--- src/rtl/acc_alu_pkg.sv ---
// Shared op codes, FSM encoding and sizing helpers for the accumulator ALU.
package acc_alu_pkg;

    localparam logic [3:0] OP_ORN       = 4'd0;
    localparam logic [3:0] OP_NAND      = 4'd1;
    localparam logic [3:0] OP_NOTA      = 4'd2;
    localparam logic [3:0] OP_AND       = 4'd3;
    localparam logic [3:0] OP_ADD       = 4'd4;
    localparam logic [3:0] OP_NOR       = 4'd5;
    localparam logic [3:0] OP_POPA      = 4'd6;
    localparam logic [3:0] OP_POPB      = 4'd7;
    localparam logic [3:0] OP_MUL       = 4'd8;
    localparam logic [3:0] OP_NOP_FIRST = 4'd9;
    localparam logic [3:0] OP_NOP_LAST  = 4'd15;

    typedef enum logic {
        ST_IDLE = 1'b0,
        ST_RUN  = 1'b1
    } state_t;

    // Bits needed to count 0..width-1.
    function automatic int cnt_width(input int width);
        return (width < 2) ? 1 : $clog2(width);
    endfunction

    // Ops handled bit-serially by the serial unit.
    function automatic logic is_serial_op(input logic [3:0] op);
        return (op == OP_POPA) || (op == OP_POPB) || (op == OP_MUL);
    endfunction

endpackage

--- src/rtl/acc_alu_seq_if.sv ---
// Handshake/operand bus between the input logic and the accumulator ALU.
interface acc_alu_seq_if #(parameter int WIDTH = 8);
    logic             start;
    logic [3:0]       op;
    logic [WIDTH-1:0] a;
    logic             clr;
    logic [WIDTH-1:0] acc;
    logic             busy;
    logic             done;
    logic             zero;
    logic             carry;

    modport master (
        output start, op, a, clr,
        input  acc, busy, done, zero, carry
    );

    modport slave (
        input  start, op, a, clr,
        output acc, busy, done, zero, carry
    );
endinterface

--- src/rtl/acc_alu_serial_unit.sv ---
// Bit-serial datapath for POPA/POPB/MUL: one operand bit per RUN edge.
module acc_alu_serial_unit
    import acc_alu_pkg::*;
#(
    parameter int WIDTH = 8
) (
    input  logic             i_clk,
    input  logic             i_reset,
    input  logic             i_clr,
    input  logic             i_load,
    input  logic             i_run,
    input  logic [3:0]       i_op,
    input  logic [WIDTH-1:0] i_a,
    input  logic [WIDTH-1:0] i_b,
    output logic [WIDTH-1:0] o_result,
    output logic             o_carry,
    output logic             o_last
);
    localparam int CW = cnt_width(WIDTH);

    logic [3:0]         r_op;
    logic [WIDTH-1:0]   r_sa;
    logic [WIDTH-1:0]   r_sb;
    logic [2*WIDTH-1:0] r_mcand;
    logic [2*WIDTH-1:0] r_prod;
    logic [WIDTH-1:0]   r_pop;
    logic [CW-1:0]      r_cnt;

    logic [WIDTH-1:0]   w_pop_inc;
    logic [WIDTH-1:0]   w_pop_nxt;
    logic [2*WIDTH-1:0] w_prod_nxt;

    // Contribution of the current bit; the result includes it so the last
    // edge can write acc directly.  Counts never exceed 2*WIDTH, which fits.
    always_comb begin
        w_pop_inc = '0;
        case (r_op)
            OP_POPA: w_pop_inc = WIDTH'(r_sa[0]);
            OP_POPB: w_pop_inc = WIDTH'(r_sa[0]) + WIDTH'(r_sb[0]);
            default: w_pop_inc = '0;
        endcase
    end

    assign w_pop_nxt  = r_pop + w_pop_inc;
    assign w_prod_nxt = ((r_op == OP_MUL) && r_sa[0]) ? (r_prod + r_mcand) : r_prod;

    assign o_last   = i_run && (r_cnt == CW'(WIDTH - 1));
    assign o_result = (r_op == OP_MUL) ? w_prod_nxt[WIDTH-1:0] : w_pop_nxt;
    assign o_carry  = (r_op == OP_MUL) && (|w_prod_nxt[2*WIDTH-1:WIDTH]);

    // Shadow capture on load, then shift/accumulate one bit per run edge.
    always_ff @(posedge i_clk or posedge i_reset) begin
        if (i_reset) begin
            r_op    <= '0;
            r_sa    <= '0;
            r_sb    <= '0;
            r_mcand <= '0;
            r_prod  <= '0;
            r_pop   <= '0;
            r_cnt   <= '0;
        end else if (i_clr) begin
            r_cnt   <= '0;
        end else if (i_load) begin
            r_op    <= i_op;
            r_sa    <= i_a;
            r_sb    <= i_b;
            r_mcand <= {{WIDTH{1'b0}}, i_b};
            r_prod  <= '0;
            r_pop   <= '0;
            r_cnt   <= '0;
        end else if (i_run) begin
            r_sa    <= r_sa >> 1;
            r_sb    <= r_sb >> 1;
            r_mcand <= r_mcand << 1;
            r_prod  <= w_prod_nxt;
            r_pop   <= w_pop_nxt;
            r_cnt   <= r_cnt + CW'(1);
        end
    end
endmodule

--- src/rtl/acc_alu_seq.sv ---
// Accumulator ALU: single-cycle logic/add ops plus serial popcount/multiply,
// with start/busy/done handshake, registered flags and synchronous clear.
//   state   | meaning
//   ST_IDLE | accepting start; single-cycle ops complete here
//   ST_RUN  | serial op in progress, start ignored
module acc_alu_seq
    import acc_alu_pkg::*;
#(
    parameter int WIDTH  = 8,
    parameter bit SAT_EN = 1'b0
) (
    input  logic         clk,
    input  logic         reset,
    acc_alu_seq_if.slave bus
);
    state_t           r_state;
    state_t           w_state_nxt;
    logic [WIDTH-1:0] r_acc;
    logic             r_done;
    logic             r_zero;
    logic             r_carry;

    logic             w_accept;
    logic             w_load;
    logic             w_run;
    logic [WIDTH:0]   w_sum;
    logic [WIDTH-1:0] w_res;
    logic             w_carry;
    logic [WIDTH-1:0] w_ser_res;
    logic             w_ser_carry;
    logic             w_ser_last;

    assign w_accept = (r_state == ST_IDLE) && bus.start && !bus.clr;
    assign w_run    = (r_state == ST_RUN);
    assign w_sum    = {1'b0, bus.a} + {1'b0, r_acc};

    acc_alu_serial_unit #(.WIDTH(WIDTH)) u_serial (
        .i_clk    (clk),
        .i_reset  (reset),
        .i_clr    (bus.clr),
        .i_load   (w_load),
        .i_run    (w_run),
        .i_op     (bus.op),
        .i_a      (bus.a),
        .i_b      (r_acc),
        .o_result (w_ser_res),
        .o_carry  (w_ser_carry),
        .o_last   (w_ser_last)
    );

    // FSM state register.
    always_ff @(posedge clk or posedge reset) begin
        if (reset) r_state <= ST_IDLE;
        else       r_state <= w_state_nxt;
    end

    // Next state; clr forces IDLE and suppresses any load.
    always_comb begin
        w_state_nxt = r_state;
        w_load      = 1'b0;
        if (bus.clr) begin
            w_state_nxt = ST_IDLE;
        end else begin
            case (r_state)
                ST_IDLE: if (w_accept && is_serial_op(bus.op)) begin
                    w_load      = 1'b1;
                    w_state_nxt = ST_RUN;
                end
                ST_RUN:  if (w_ser_last) w_state_nxt = ST_IDLE;
                default: w_state_nxt = ST_IDLE;
            endcase
        end
    end

    // Single-cycle result; undefined codes behave as NOP.
    always_comb begin
        w_res   = r_acc;
        w_carry = 1'b0;
        case (bus.op)
            OP_ORN:  w_res = ~bus.a | r_acc;
            OP_NAND: w_res = ~bus.a | ~r_acc;
            OP_NOTA: w_res = ~bus.a;
            OP_AND:  w_res = bus.a & r_acc;
            OP_ADD: begin
                w_carry = w_sum[WIDTH];
                w_res   = (SAT_EN && w_sum[WIDTH]) ? {WIDTH{1'b1}} : w_sum[WIDTH-1:0];
            end
            OP_NOR:  w_res = ~bus.a & ~r_acc;
            default: w_res = r_acc;
        endcase
    end

    // Accumulator and flags: clr first, then single-cycle write, then serial finish.
    always_ff @(posedge clk or posedge reset) begin
        if (reset) begin
            r_acc   <= '0;
            r_done  <= 1'b0;
            r_zero  <= 1'b0;
            r_carry <= 1'b0;
        end else if (bus.clr) begin
            r_acc   <= '0;
            r_done  <= 1'b0;
            r_zero  <= 1'b1;
            r_carry <= 1'b0;
        end else if (w_accept && !is_serial_op(bus.op)) begin
            r_acc   <= w_res;
            r_done  <= 1'b1;
            r_zero  <= (w_res == '0);
            r_carry <= w_carry;
        end else if (w_ser_last) begin
            r_acc   <= w_ser_res;
            r_done  <= 1'b1;
            r_zero  <= (w_ser_res == '0);
            r_carry <= w_ser_carry;
        end else begin
            r_done  <= 1'b0;
        end
    end

    assign bus.acc   = r_acc;
    assign bus.busy  = w_run;
    assign bus.done  = r_done;
    assign bus.zero  = r_zero;
    assign bus.carry = r_carry;
endmodule

--- src/flat_wrapper.sv ---
// flat-port wrapper written by rule: the top's interface ports become plain ports
module acc_alu_seq_flat import acc_alu_pkg::*;
#(
    parameter int WIDTH  = 8,
    parameter bit SAT_EN = 1'b0
)
  (clk, reset, bus_start, bus_op, bus_a, bus_clr, bus_acc, bus_busy, bus_done, bus_zero, bus_carry);
  acc_alu_seq_if #(.WIDTH(WIDTH)) bus_i ();
  input  logic clk;
  input  logic reset;
  input wire logic [$bits(bus_i.start)-1:0] bus_start;
  input wire logic [$bits(bus_i.op)-1:0] bus_op;
  input wire logic [$bits(bus_i.a)-1:0] bus_a;
  input wire logic [$bits(bus_i.clr)-1:0] bus_clr;
  output wire logic [$bits(bus_i.acc)-1:0] bus_acc;
  output wire logic [$bits(bus_i.busy)-1:0] bus_busy;
  output wire logic [$bits(bus_i.done)-1:0] bus_done;
  output wire logic [$bits(bus_i.zero)-1:0] bus_zero;
  output wire logic [$bits(bus_i.carry)-1:0] bus_carry;
  assign bus_i.start = bus_start;
  assign bus_i.op = bus_op;
  assign bus_i.a = bus_a;
  assign bus_i.clr = bus_clr;
  assign bus_acc = bus_i.acc;
  assign bus_busy = bus_i.busy;
  assign bus_done = bus_i.done;
  assign bus_zero = bus_i.zero;
  assign bus_carry = bus_i.carry;
  acc_alu_seq #(.WIDTH(WIDTH), .SAT_EN(SAT_EN)) u_core (.clk(clk), .reset(reset), .bus(bus_i));
endmodule
--- config.mk ---
export PLATFORM = sky130hd
export DESIGN_NAME = acc_alu_seq_flat
export DESIGN_NICKNAME = d
export VERILOG_FILES = /design/src/rtl/acc_alu_pkg.sv /design/src/rtl/acc_alu_seq_if.sv /design/src/rtl/acc_alu_serial_unit.sv /design/src/rtl/acc_alu_seq.sv /design/src/flat_wrapper.sv
export SDC_FILE = /design/constraint.sdc
export NUM_CORES = 1
export LEC_CHECK = 0
export ABC_AREA = 0
export BUFFER_PORTS_ARGS = -buffer_cell sky130_fd_sc_hd__clkbuf_2
export CAP_MARGIN = 10
export CORE_MARGIN = 3
export CORE_UTILIZATION = 40
export CTS_BUF_LIST = sky130_fd_sc_hd__clkbuf_8
export DETAILED_ROUTE_END_ITERATION = 6
export SLEW_MARGIN = 10
export SYNTH_ARGS = -nofsm -noshare
export SYNTH_HDL_FRONTEND = slang
export SYNTH_SLANG_ARGS = --single-unit
--- constraint.sdc ---
create_clock -name clk -period 3.28 [get_ports clk]
set_input_delay 0.164 -clock clk [delete_from_list [all_inputs] [get_ports clk]]
set_output_delay 0.164 -clock clk [all_outputs]
set_load 0.02 [all_outputs]
==> flow_metrics.py, run 1 <==
metrics = {
    "routing": {
        "ant_nets": 0,
        "wirelength_um": 15400,
        "drt_first_iter_violations": 352,
        "drtPass1Iterations": 5,
        "drc": 0,
        "via_count": 4971,
        "wl_per_cell_um": 18.3,
        "via_per_inst": 5.89,
    },
    "die": {
        "placement_rows": 42,
        "die_area_um2": 15300,
        "fp.dieW_um": 124,
        "initial_core_util_pct": 41.3,
        "fp.dieH_um": 124,
        "ios": 28,
        "core_um2": 13400,
    },
    "yosys": {
        "synth_top_area_cell": "dfrtp_1",
        "synthFlopType": "dfrtp_1",
        "synthCells": 650,
        "ys_ff_latch": 75,
        "yosysWarnings": 0,
        "ys_seq_area_share_pct": 33.9,
        "synth_area_leaders": "dfrtp_1 (34%), ha_1 (8.1%), nand2_1 (6.8%)",
        "synth_top_area_share_pct": 33.9,
        "yosysUniqueCellTypes": 67,
        "postSynthAreaPerCell_um2": 8.51,
        "syn_nets": 705,
        "synthArstFlopShare_pct": 100,
        "synth_edf_count": 0,
        "syn-cell-area_um2": 5530,
    },
    "global_route": {
        "grt_util_all_layers_pct": 21.2,
        "antenna_found_initial": 0,
        "grt_max_degree": 64,
        "overflow": 0,
        "grt_pass1_vias": 4776,
        "grt_pass1_wl_um": 25400,
    },
    "placement": {
        "gp_congestion": 0.853,
        "hpwlAfterDp_um": 11200,
        "portBuffers": 27,
        "dp_slack_ns": 0.384,
    },
    "timing": {
        "rsz0062_at_grt": "false",
        "finalSetupViolations": 0,
        "relSlewSlack_pct": 52.1,
        "final.period_utilization_pct": 89.6,
        "finalWorstSetupSlack_ns": 0.342,
        "min_period_ns": 2.94,
        "finClkSkew_ns": 0.00787,
        "finalHoldViolations": 0,
        "drv_slew": 0,
        "fin_tns_setup_ns": 0,
        "max_freq_ghz": 0.340,
        "worstMarginPinSlew_ns": 0.718,
    },
    "worst_setup_path": {
        "worstPathRequired_ns": 3.55,
        "slowest_stage": "fa_1",
        "cp.arrival_ns": 3.21,
        "critPathCaptureType": "flip-flop",
        "crit_path_cell_trace": "ha_1 -> fa_1 -> a211oi_1 -> o21a_1 -> o31ai_1 -> or4_1 -> a31oi_1 -> xnor2_1 -> nand2_1 -> o211ai_1",
        "max_stage_delay_ns": 0.43,
        "crit_fanout": 4,
        "criticalPathCategory": "reg -> reg",
        "startpoint_type": "flip-flop",
    },
    "status": {
        "run_status": "finished clean",
    },
    "clock_tree": {
        "cts_setup_buffers": 0,
        "numCtsBuffers": 9,
        "clk_pin_slew_worst_paths_ns": 0.08,
        "cts.htree.levels": 3,
        "cts_resized": 0,
        "cts_tree": "yes",
        "insertion_delay_ns": 0.36,
        "cts-root-buf": "clkbuf_8",
        "cts.sinks": 75,
        "clockBufferDepth": 2,
    },
    "cells_and_area": {
        "final_nets": 718,
        "syn_to_final_growth_pct": 8.28,
        "antenna_cells": 0,
        "fillers": 1318,
        "drive_above_1_share_pct": 10.3,
    },
    "power": {
        "power_density_nw_per_um2": 383,
        "ir_drop_mv": 0.219,
        "total_leakage_power_uw": 0.00265,
    },
    "run": {
        "maxCapViolCount": 0,
    },
    "min_path": {
        "hp-class": "in -> reg",
    },
}
## sequential cells by signal (all words and copies together) (netlist names), 3 cells and up
register                 cells
u_core.u_serial.r_pop        8
u_core.u_serial.r_cnt        3
u_core.u_serial.r_sa         8
u_core.u_serial.r_sb         8
u_core.u_serial.r_prod      16
u_core.u_serial.r_mcand     16
u_core.u_serial.r_op         4
u_core.bus.acc               8
## repair_timing
action,4_1_cts,5_1_grt
hold endpoints to repair,36,0
setup endpoints to repair,0,0
hold buffers,1,0
## path summary, 6_finish.rpt
kind / cells past startpoint / startpoint / slack, ns / to
setup / recovery: 10 / u_core.u_serial.r_mcand[0] / 0.34 / u_core.u_serial.r_prod[14]
hold / removal: 3 / bus_a[7] / 0.13 / u_core.u_serial.r_sa[7]
setup reg to reg: 10 / u_core.u_serial.r_mcand[0] / 0.34 / u_core.u_serial.r_prod[14]
hold reg to reg: 2 / u_core.u_serial.r_sb[0] / 0.49 / u_core.u_serial.r_sb[0]
max in group asynchronous: 4 / reset / 2.13 / u_core.bus.acc[3]
min in group asynchronous: 3 / reset / 0.42 / u_core.u_serial.r_sb[6]
## Yosys cell counts (3+ instances only)
| cell | count |
|---|---|
| o21ai_0 | 64 |
| dfrtp_1 | 75 |
| fa_1 | 3 |
| mux2i_1 | 17 |
| o21a_1 | 4 |
| a311oi_1 | 5 |
| a211oi_1 | 10 |
| or3_1 | 3 |
| a21o_1 | 9 |
| a221oi_1 | 3 |
| a21oi_1 | 45 |
| o22ai_1 | 6 |
| o21ai_1 | 4 |
| a31oi_1 | 6 |
| nor2_1 | 35 |
| clkbuf_1 | 24 |
| nand2_1 | 100 |
| nand4_1 | 6 |
| ha_1 | 36 |
| o31ai_1 | 7 |
| buf_2 | 11 |
| nor2b_1 | 4 |
| buf_6 | 5 |
| inv_1 | 20 |
| nor3_1 | 12 |
| and2_1 | 4 |
| nand2b_1 | 7 |
| o211ai_1 | 5 |
| a22oi_1 | 21 |
| xnor2_1 | 13 |
| xor2_1 | 8 |
| and3_1 | 3 |
| a22o_1 | 16 |
| nand3_1 | 13 |
| nor4_1 | 6 |
## layout by cell type, fill, tap and decap left out, drive strengths merged, types with 4 or more instances in the layout
master,n
nand2,101
dfrtp,75
o21ai,68
a21oi,46
clkbuf,37
ha,36
nor2,35
inv,23
a22oi,22
mux2i,17
a22o,16
buf,16
nand3,13
xnor2,13
nor3,13
a211oi,10
a21o,9
xor2,8
o31ai,7
nand2b,7
nand4,6
a31oi,6
nor4,6
o22ai,6
o211ai,5
a311oi,5
nor2b,5
and2,4
o21a,4
a221oi,4
## layer usage
metal | GRT usage, % | vias up | wire, um | share of wire (%)
li1 | - | 2413 | - | -
met1 | 30.8 | 2394 | 7160 | 46
met2 | 33.0 | 149 | 7220 | 47
met3 | 3.45 | 15 | 840 | 5.4
met4 | 5.61 | 0 | 198 | 1.3
met5 | 0 | - | 0 | 0
## power breakdown
part | leakage [uW] | switching (uW) | internal [uW]
combinational | 0.00152 | 309 | 184
sequential | 0.00102 | 81.5 | 1000
clock | 0.000111 | 357 | 361
total | 0.00265 | 747 | 1550
## critical path, delay by kind of cell, from the launching register on
family,cells,cell delay [ns]
simple gates,2,0.52
flops,1,0.41
fa+ha+maj,2,0.66
xor+xnor,1,0.14
compound gates,5,1.12
## logic make-up (layout without fill, tap and decap cells)
kind of cell,Yosys count,after routing,synth area share [%]
DFF,75,75,33.9
buffers and inverters,63,81,5.34
adders and majority gates,39,39,9.23
xor gates and xnor gates,21,21,3.32
AOI/OAI and AO/OA,225,225,26.8
muxes,17,17,3.08
and+or+nand+nor,210,210,18.3
## layout make-up
type,count,area [um^2],share of cell area [%]
Multi-Input combinational cell,512,3360,56.1
Timing Repair Buffer,44,265,4.43
Clock buffer,10,138,2.30
Sequential cell,75,1880,31.3
Inverter,21,80.1,1.34
Clock inverter,6,50.0,0.835
Tap cell,176,220,3.68
## through the flow
stage          std cells  cell area (um^2)  util [%]  power [uW]  hold WS, ns
2_1_floorplan        650              5530         -        1450        0.353
3_3_place_gp         827              5790      43.2        1580        0.283
3_5_place_dp         827              5790      43.2        1590        0.286
4_1_cts              844              5990      44.7        2310        0.125
5_1_grt              844              5990      44.7        2430        0.168
6_report             844              5990      44.7        2300        0.130
No activity file was read; power rests on OpenSTA's default activity.
==> inputs of run 2 (changes only) <==
--- a/config.mk
+++ b/config.mk
@@ -6,12 +6,12 @@
 export NUM_CORES = 1
 export LEC_CHECK = 0
 export ABC_AREA = 0
-export BUFFER_PORTS_ARGS = -buffer_cell sky130_fd_sc_hd__clkbuf_2
+export BUFFER_PORTS_ARGS = -buffer_cell sky130_fd_sc_hd__buf_2
 export CAP_MARGIN = 10
-export CORE_MARGIN = 3
 export CORE_UTILIZATION = 40
 export CTS_BUF_LIST = sky130_fd_sc_hd__clkbuf_8
 export DETAILED_ROUTE_END_ITERATION = 6
+export PLACE_DENSITY = 0.63
 export SLEW_MARGIN = 10
 export SYNTH_ARGS = -nofsm -noshare
 export SYNTH_HDL_FRONTEND = slang
==> flow_metrics.py, run 2 (synthesis results as in run 1) <==
metrics = {
    "clock_tree": {
        "cts-root-buf": "clkbuf_8",
        "clockBufferDepth": 2,
        "cts_setup_buffers": 0,
        "clk_pin_slew_worst_paths_ns": 0.09,
        "cts_resized": 0,
        "cts.sinks": 75,
        "numCtsBuffers": 9,
        "holdBufCountCts": 0,
        "cts.htree.levels": 3,
        "insertion_delay_ns": 0.38,
        "cts_tree": "yes",
    },
    "routing": {
        "wl_per_cell_um": 17.9,
        "via_count": 4993,
        "wirelength_um": 15100,
        "via_per_inst": 5.92,
        "drt_first_iter_violations": 450,
        "drc": 0,
        "ant_nets": 0,
        "drtPass1Iterations": 5,
    },
    "die": {
        "fp.dieW_um": 120,
        "initial_core_util_pct": 41.5,
        "ios": 28,
        "die_area_um2": 14300,
        "core_um2": 13300,
        "fp.dieH_um": 120,
        "placement_rows": 42,
    },
    "global_route": {
        "grt_pass1_vias": 4610,
        "grt_pass1_wl_um": 24600,
        "grt_max_degree": 60,
        "overflow": 0,
        "antenna_found_initial": 0,
        "grt_util_all_layers_pct": 22.1,
    },
    "worst_setup_path": {
        "startpoint_type": "flip-flop",
        "cp.arrival_ns": 3.29,
        "criticalPathCategory": "reg -> reg",
        "crit_fanout": 4,
        "slowest_stage": "fa_1",
        "crit_path_cell_trace": "ha_1 -> fa_1 -> a211oi_1 -> o21a_1 -> o31ai_1 -> or4_1 -> a31oi_1 -> xnor2_1 -> nand2_1 -> o211ai_1",
        "crit_family": "compound AO/OA/AOI/OAI gates",
        "critPathCaptureType": "flip-flop",
        "path_buf_inv": 0,
        "max_stage_delay_ns": 0.44,
        "worstPathRequired_ns": 3.58,
    },
    "timing": {
        "fin_tns_setup_ns": 0,
        "max_freq_ghz": 0.335,
        "rsz0062_at_grt": "false",
        "worstMarginPinSlew_ns": 1.04,
        "min_period_ns": 2.98,
        "drv_slew": 0,
        "holdWs_ns": -0.0169,
        "finalHoldViolations": 10,
        "finClkSkew_ns": 0.0143,
        "relSlewSlack_pct": 30.5,
        "finalSetupViolations": 0,
        "final.period_utilization_pct": 91.0,
    },
    "status": {
        "run_status": "finished with violations",
        "violations": "hold timing",
    },
    "cells_and_area": {
        "largestRegisters": "u_core.u_serial.r_mcand x16, u_core.u_serial.r_prod x16",
        "fin_util_pct": 45.0,
        "layout_commonest_cell": "nand2_1",
        "syn_to_final_growth_pct": 8.50,
        "most-common-layout-cells": "nand2_1 (100), dfrtp_1 (75), o21ai_0 (64)",
        "fillers": 1357,
        "antenna_cells": 0,
        "layoutNonFillerInstCount": 843,
        "drive_above_1_share_pct": 10.9,
        "final_nets": 717,
    },
    "power": {
        "ir_drop_mv": 0.234,
        "power_density_nw_per_um2": 394,
        "total_leakage_power_uw": 0.00264,
    },
    "placement": {
        "hpwlAfterDp_um": 10800,
        "portBuffers": 27,
        "gp_congestion": 0.882,
        "dp_cells": 827,
    },
    "run": {
        "maxCapViolCount": 0,
    },
    "min_path": {
        "hp-class": "in -> async",
    },
}
[run 2: worst reg2reg max path: stages (launching register included)]
cell,delay [ns]
dfrtp_1,0.42
ha_1,0.24
fa_1,0.44
a211oi_1,0.35
o21a_1,0.23
o31ai_1,0.14
or4_1,0.43
a31oi_1,0.22
xnor2_1,0.15
nand2_1,0.10
o211ai_1,0.19
[run 2: cell type report]
class	instances	area, um^2	share of cell area [%]
repair buffers	43	255	4.25
inverters	21	80.1	1.33
flip-flops and latches	75	1880	31.3
clock buffers	10	138	2.29
multi-input cells	512	3360	56.0
well taps	176	220	3.67
clock inverters	6	72.6	1.21
[run 2: routing by layer]
metal  wire [um]  GRT usage (%)  vias to the layer above
met3         873           3.52                       20
met2        6820           33.6                      175
met5           0              0                        -
li1            -              -                     2403
met1        7100           31.8                     2395
met4         324           7.27                        0
[run 2: through the flow]
step	power [uW]	setup slack, ns	hold WS (ns)	instance area [um^2]
after CTS	2380	0.323	0.0220	6000
after detailed placement	1590	0.355	0.439	5790
after global routing	2490	0.0992	0.0741	6000
after global placement	1580	0.458	0.427	5790
after floorplan	1450	0.429	0.353	5530
final	2370	0.295	-0.0169	6000
[run 2: path summary, 6_finish.rpt]
kind / startpoint / end / slack, ns / cells after the start
max: u_core.u_serial.r_mcand[0] / u_core.u_serial.r_prod[14] / 0.30 / 10
min: reset / u_core.bus.carry / -0.02 / 2
max reg2reg: u_core.u_serial.r_mcand[0] / u_core.u_serial.r_prod[14] / 0.30 / 10
min reg2reg: u_core.u_serial.r_sa[5] / u_core.u_serial.r_sa[5] / 0.49 / 2
max in group asynchronous: reset / u_core.u_serial.r_op[2] / 2.46 / 3
min in group clk: bus_a[7] / u_core.u_serial.r_sa[7] / 0.14 / 3
[run 2: where the power goes]
part	switching [uW]	internal (uW)
logic	316	184
registers	77.4	1000
clock network	405	380
total	799	1570
==> inputs of run 3 (changes only) <==
--- a/config.mk
+++ b/config.mk
@@ -5,7 +5,7 @@
 export SDC_FILE = /design/constraint.sdc
 export NUM_CORES = 1
 export LEC_CHECK = 0
-export ABC_AREA = 0
+export ABC_AREA = 1
 export BUFFER_PORTS_ARGS = -buffer_cell sky130_fd_sc_hd__buf_2
 export CAP_MARGIN = 10
 export CORE_UTILIZATION = 40
==> flow_metrics.py, run 3 <==
metrics = {
    "yosys": {
        "yosys-top-cells-count": "nand2_1 (244), inv_1 (127), dfrtp_1 (75)",
        "synthFlopType": "dfrtp_1",
        "synth_top_area_cell": "dfrtp_1",
        "yosysWarnings": 0,
        "synth_edf_count": 0,
        "ys_seq_area_share_pct": 34.0,
        "syn-cell-area_um2": 5520,
        "synth.most_common_cell": "nand2_1",
        "ys_ff_latch": 75,
        "synth_top_area_share_pct": 34.0,
        "synthCells": 797,
        "syn_nets": 852,
        "yosysUniqueCellTypes": 42,
        "synthArstFlopShare_pct": 100,
        "postSynthAreaPerCell_um2": 6.93,
        "synth_area_leaders": "dfrtp_1 (34%), nand2_1 (17%), inv_1 (8.6%)",
    },
    "power": {
        "p_comb_share_pct": 46.2,
        "p_sw_uw": 1970,
        "seqPwrFrac_pct": 33.1,
        "power.internal_uw": 2690,
        "clkPwrFrac_pct": 20.7,
        "total_leakage_power_uw": 0.00324,
        "ir_drop_mv": 0.301,
        "swShare_pct": 42.3,
        "power_density_nw_per_um2": 765,
    },
    "clock_tree": {
        "cts_tree": "yes",
        "numCtsBuffers": 9,
        "clockBufferDepth": 2,
        "clk_pin_slew_worst_paths_ns": 0.08,
        "cts.sinks": 75,
        "cts_resized": 0,
        "cts-root-buf": "clkbuf_8",
        "cts.htree.levels": 3,
        "insertion_delay_ns": 0.37,
    },
    "timing": {
        "finalHoldViolations": 0,
        "final.period_utilization_pct": 78.4,
        "drv_slew": 0,
        "fin_tns_setup_ns": 0,
        "min_period_ns": 2.57,
        "worstMarginPinSlew_ns": 0.714,
        "max_freq_ghz": 0.389,
        "relSlewSlack_pct": 52.3,
        "rsz0062_at_grt": "false",
        "finalSetupViolations": 0,
        "finClkSkew_ns": 0.0120,
    },
    "worst_setup_path": {
        "worstPathRequired_ns": 3.54,
        "startpoint_type": "flip-flop",
        "cp.arrival_ns": 2.83,
        "crit_fanout": 4,
        "r2r-start": "u_core.u_serial.r_sa[0]",
        "critPathCaptureType": "flip-flop",
        "critPathLaunch": "u_core.u_serial.r_sa[0]",
        "criticalPathCategory": "reg -> reg",
    },
    "routing": {
        "wirelength_um": 14300,
        "via_count": 5032,
        "met3WireLength_um": 586,
        "highest_layer": "met4",
        "drc": 0,
        "wl_per_cell_um": 14.2,
        "wl_met2_um": 6160,
        "wl_met1_um": 7240,
        "drt_first_iter_violations": 302,
        "via_per_inst": 5.02,
        "ant_nets": 0,
        "drtPass1Iterations": 5,
    },
    "global_route": {
        "grt_util_all_layers_pct": 21.1,
        "overflow": 0,
        "antenna_found_initial": 0,
        "grt_pass1_vias": 4829,
        "grt_pass1_wl_um": 23800,
        "grt_max_degree": 49,
    },
    "cells_and_area": {
        "most-common-layout-cells": "nand2_1 (244), inv_1 (127), dfrtp_1 (75)",
        "largestRegisters": "u_core.u_serial.r_mcand x16, u_core.u_serial.r_prod x16",
        "syn_to_final_growth_pct": 10.5,
        "drive_above_1_share_pct": 8.72,
        "final_nets": 876,
        "layoutNonFillerInstCount": 1002,
        "antenna_cells": 0,
        "fillers": 1434,
        "layout_commonest_cell": "nand2_1",
    },
    "die": {
        "core_um2": 13300,
        "initial_core_util_pct": 41.4,
        "ios": 28,
        "fp.dieW_um": 120,
        "fp.dieH_um": 120,
        "placement_rows": 42,
        "die_area_um2": 14300,
    },
    "placement": {
        "portBuffers": 27,
        "gp_congestion": 0.906,
        "dp_cells": 985,
        "hpwlAfterDp_um": 10900,
    },
    "min_path": {
        "hp-class": "in -> reg",
        "hp-start": "bus_a[6]",
    },
    "run": {
        "maxCapViolCount": 0,
    },
    "status": {
        "run_status": "finished clean",
    },
}
==> run 3: changes by cell type in the layout (fill, tap and decap cells not counted), sizes merged, moves of 12 or more <==
cell   previous run  this run
nand2           101       246
inv              21       135
nand3            13        55
nor2             35        65
a21oi            46        23
a22oi            22         3
o21ai            68        51
mux2i            17         1
o22ai             6        21
a22o             16         4
==> run 3: repair_timing <==
| action | CTS | global route |
|---|---|---|
| endpoints found under the hold margin | 34 | 0 |
| hold buffers | 1 | 0 |
| buffers inserted | 0 | 0 |
==> run 3: metal layers <==
layer | up-vias | GRT usage [%]
li1 | 2620 | -
met2 | 104 | 33.2
met4 | 0 | 6.64
met3 | 20 | 3.52
met5 | - | 0
met1 | 2288 | 29.5
==> run 3: final timing paths <==
path	end	slack [ns]	depth (start not counted)
max in group asynchronous	u_core.u_serial.r_mcand[13]	1.95	4
worst min register to register	u_core.u_serial.r_cnt[0]	0.48	1
worst max-delay path	u_core.bus.zero	0.71	16
worst max register to register	u_core.bus.zero	0.71	16
worst min-delay path	u_core.u_serial.r_sa[6]	0.10	3
min in group asynchronous	u_core.u_serial.r_sb[3]	0.39	3
==> run 3: cells by family after synthesis <==
group	synth area share, %
AND/OR/NAND/NOR	28.7
XOR/XNOR	1.74
buffers and inverters	11.0
flip-flops	34.0
AO/OA/AOI/OAI	15.1
multiplexers	0.181
adder cells (fa/ha/maj)	9.24
==> run 3: critical path, stage by stage (launching register included) <==
cell     delay (ns)
dfrtp_1        0.42
ha_1           0.29
inv_1          0.03
o21ai_0        0.16
ha_1           0.22
inv_1          0.05
o21ai_1        0.17
inv_1          0.06
nor2_1         0.17
nand3_1        0.11
xor2_1         0.17
o21ai_0        0.29
nor2_1         0.09
nand2_1        0.06
nand2_1        0.05
nor2_1         0.09
nor2_1         0.05
==> run 3: per-stage QoR <==
step	setup slack, ns	total power (uW)	cell area (um^2)	utilization [%]	hold slack (ns)
after global placement	0.720	3680	5820	43.6	0.250
after detailed placement	0.727	3700	5820	43.6	0.247
after floorplan	0.995	3160	5520	-	0.317
after global routing	0.436	5110	6100	45.7	0.120
after CTS	0.684	4680	6100	45.7	0.0878
final	0.708	4670	6100	45.7	0.103
==> run 3: area by class of cell <==
type                       instances  area [um^2]  area share [%]
timing repair buffer              33          183            2.99
sequential                        75         1880            30.8
multi-input combinational        567         3040            49.8
tap                              176          220            3.61
inverter                         135          508            8.33
clock buffer                      11          151            2.48
clock inverter                     5          124            2.03
==> run 3: power by group through the flow <==
stage | Combinational, uW | Clock, uW | Sequential [uW]
2_1_floorplan | 1660 | 0 | 1500
3_5_place_dp | 2140 | 0 | 1560
4_1_cts | 2160 | 981 | 1540
6_report | 2160 | 965 | 1540
5_1_grt | 2500 | 1020 | 1590
3_3_place_gp | 2120 | 0 | 1550
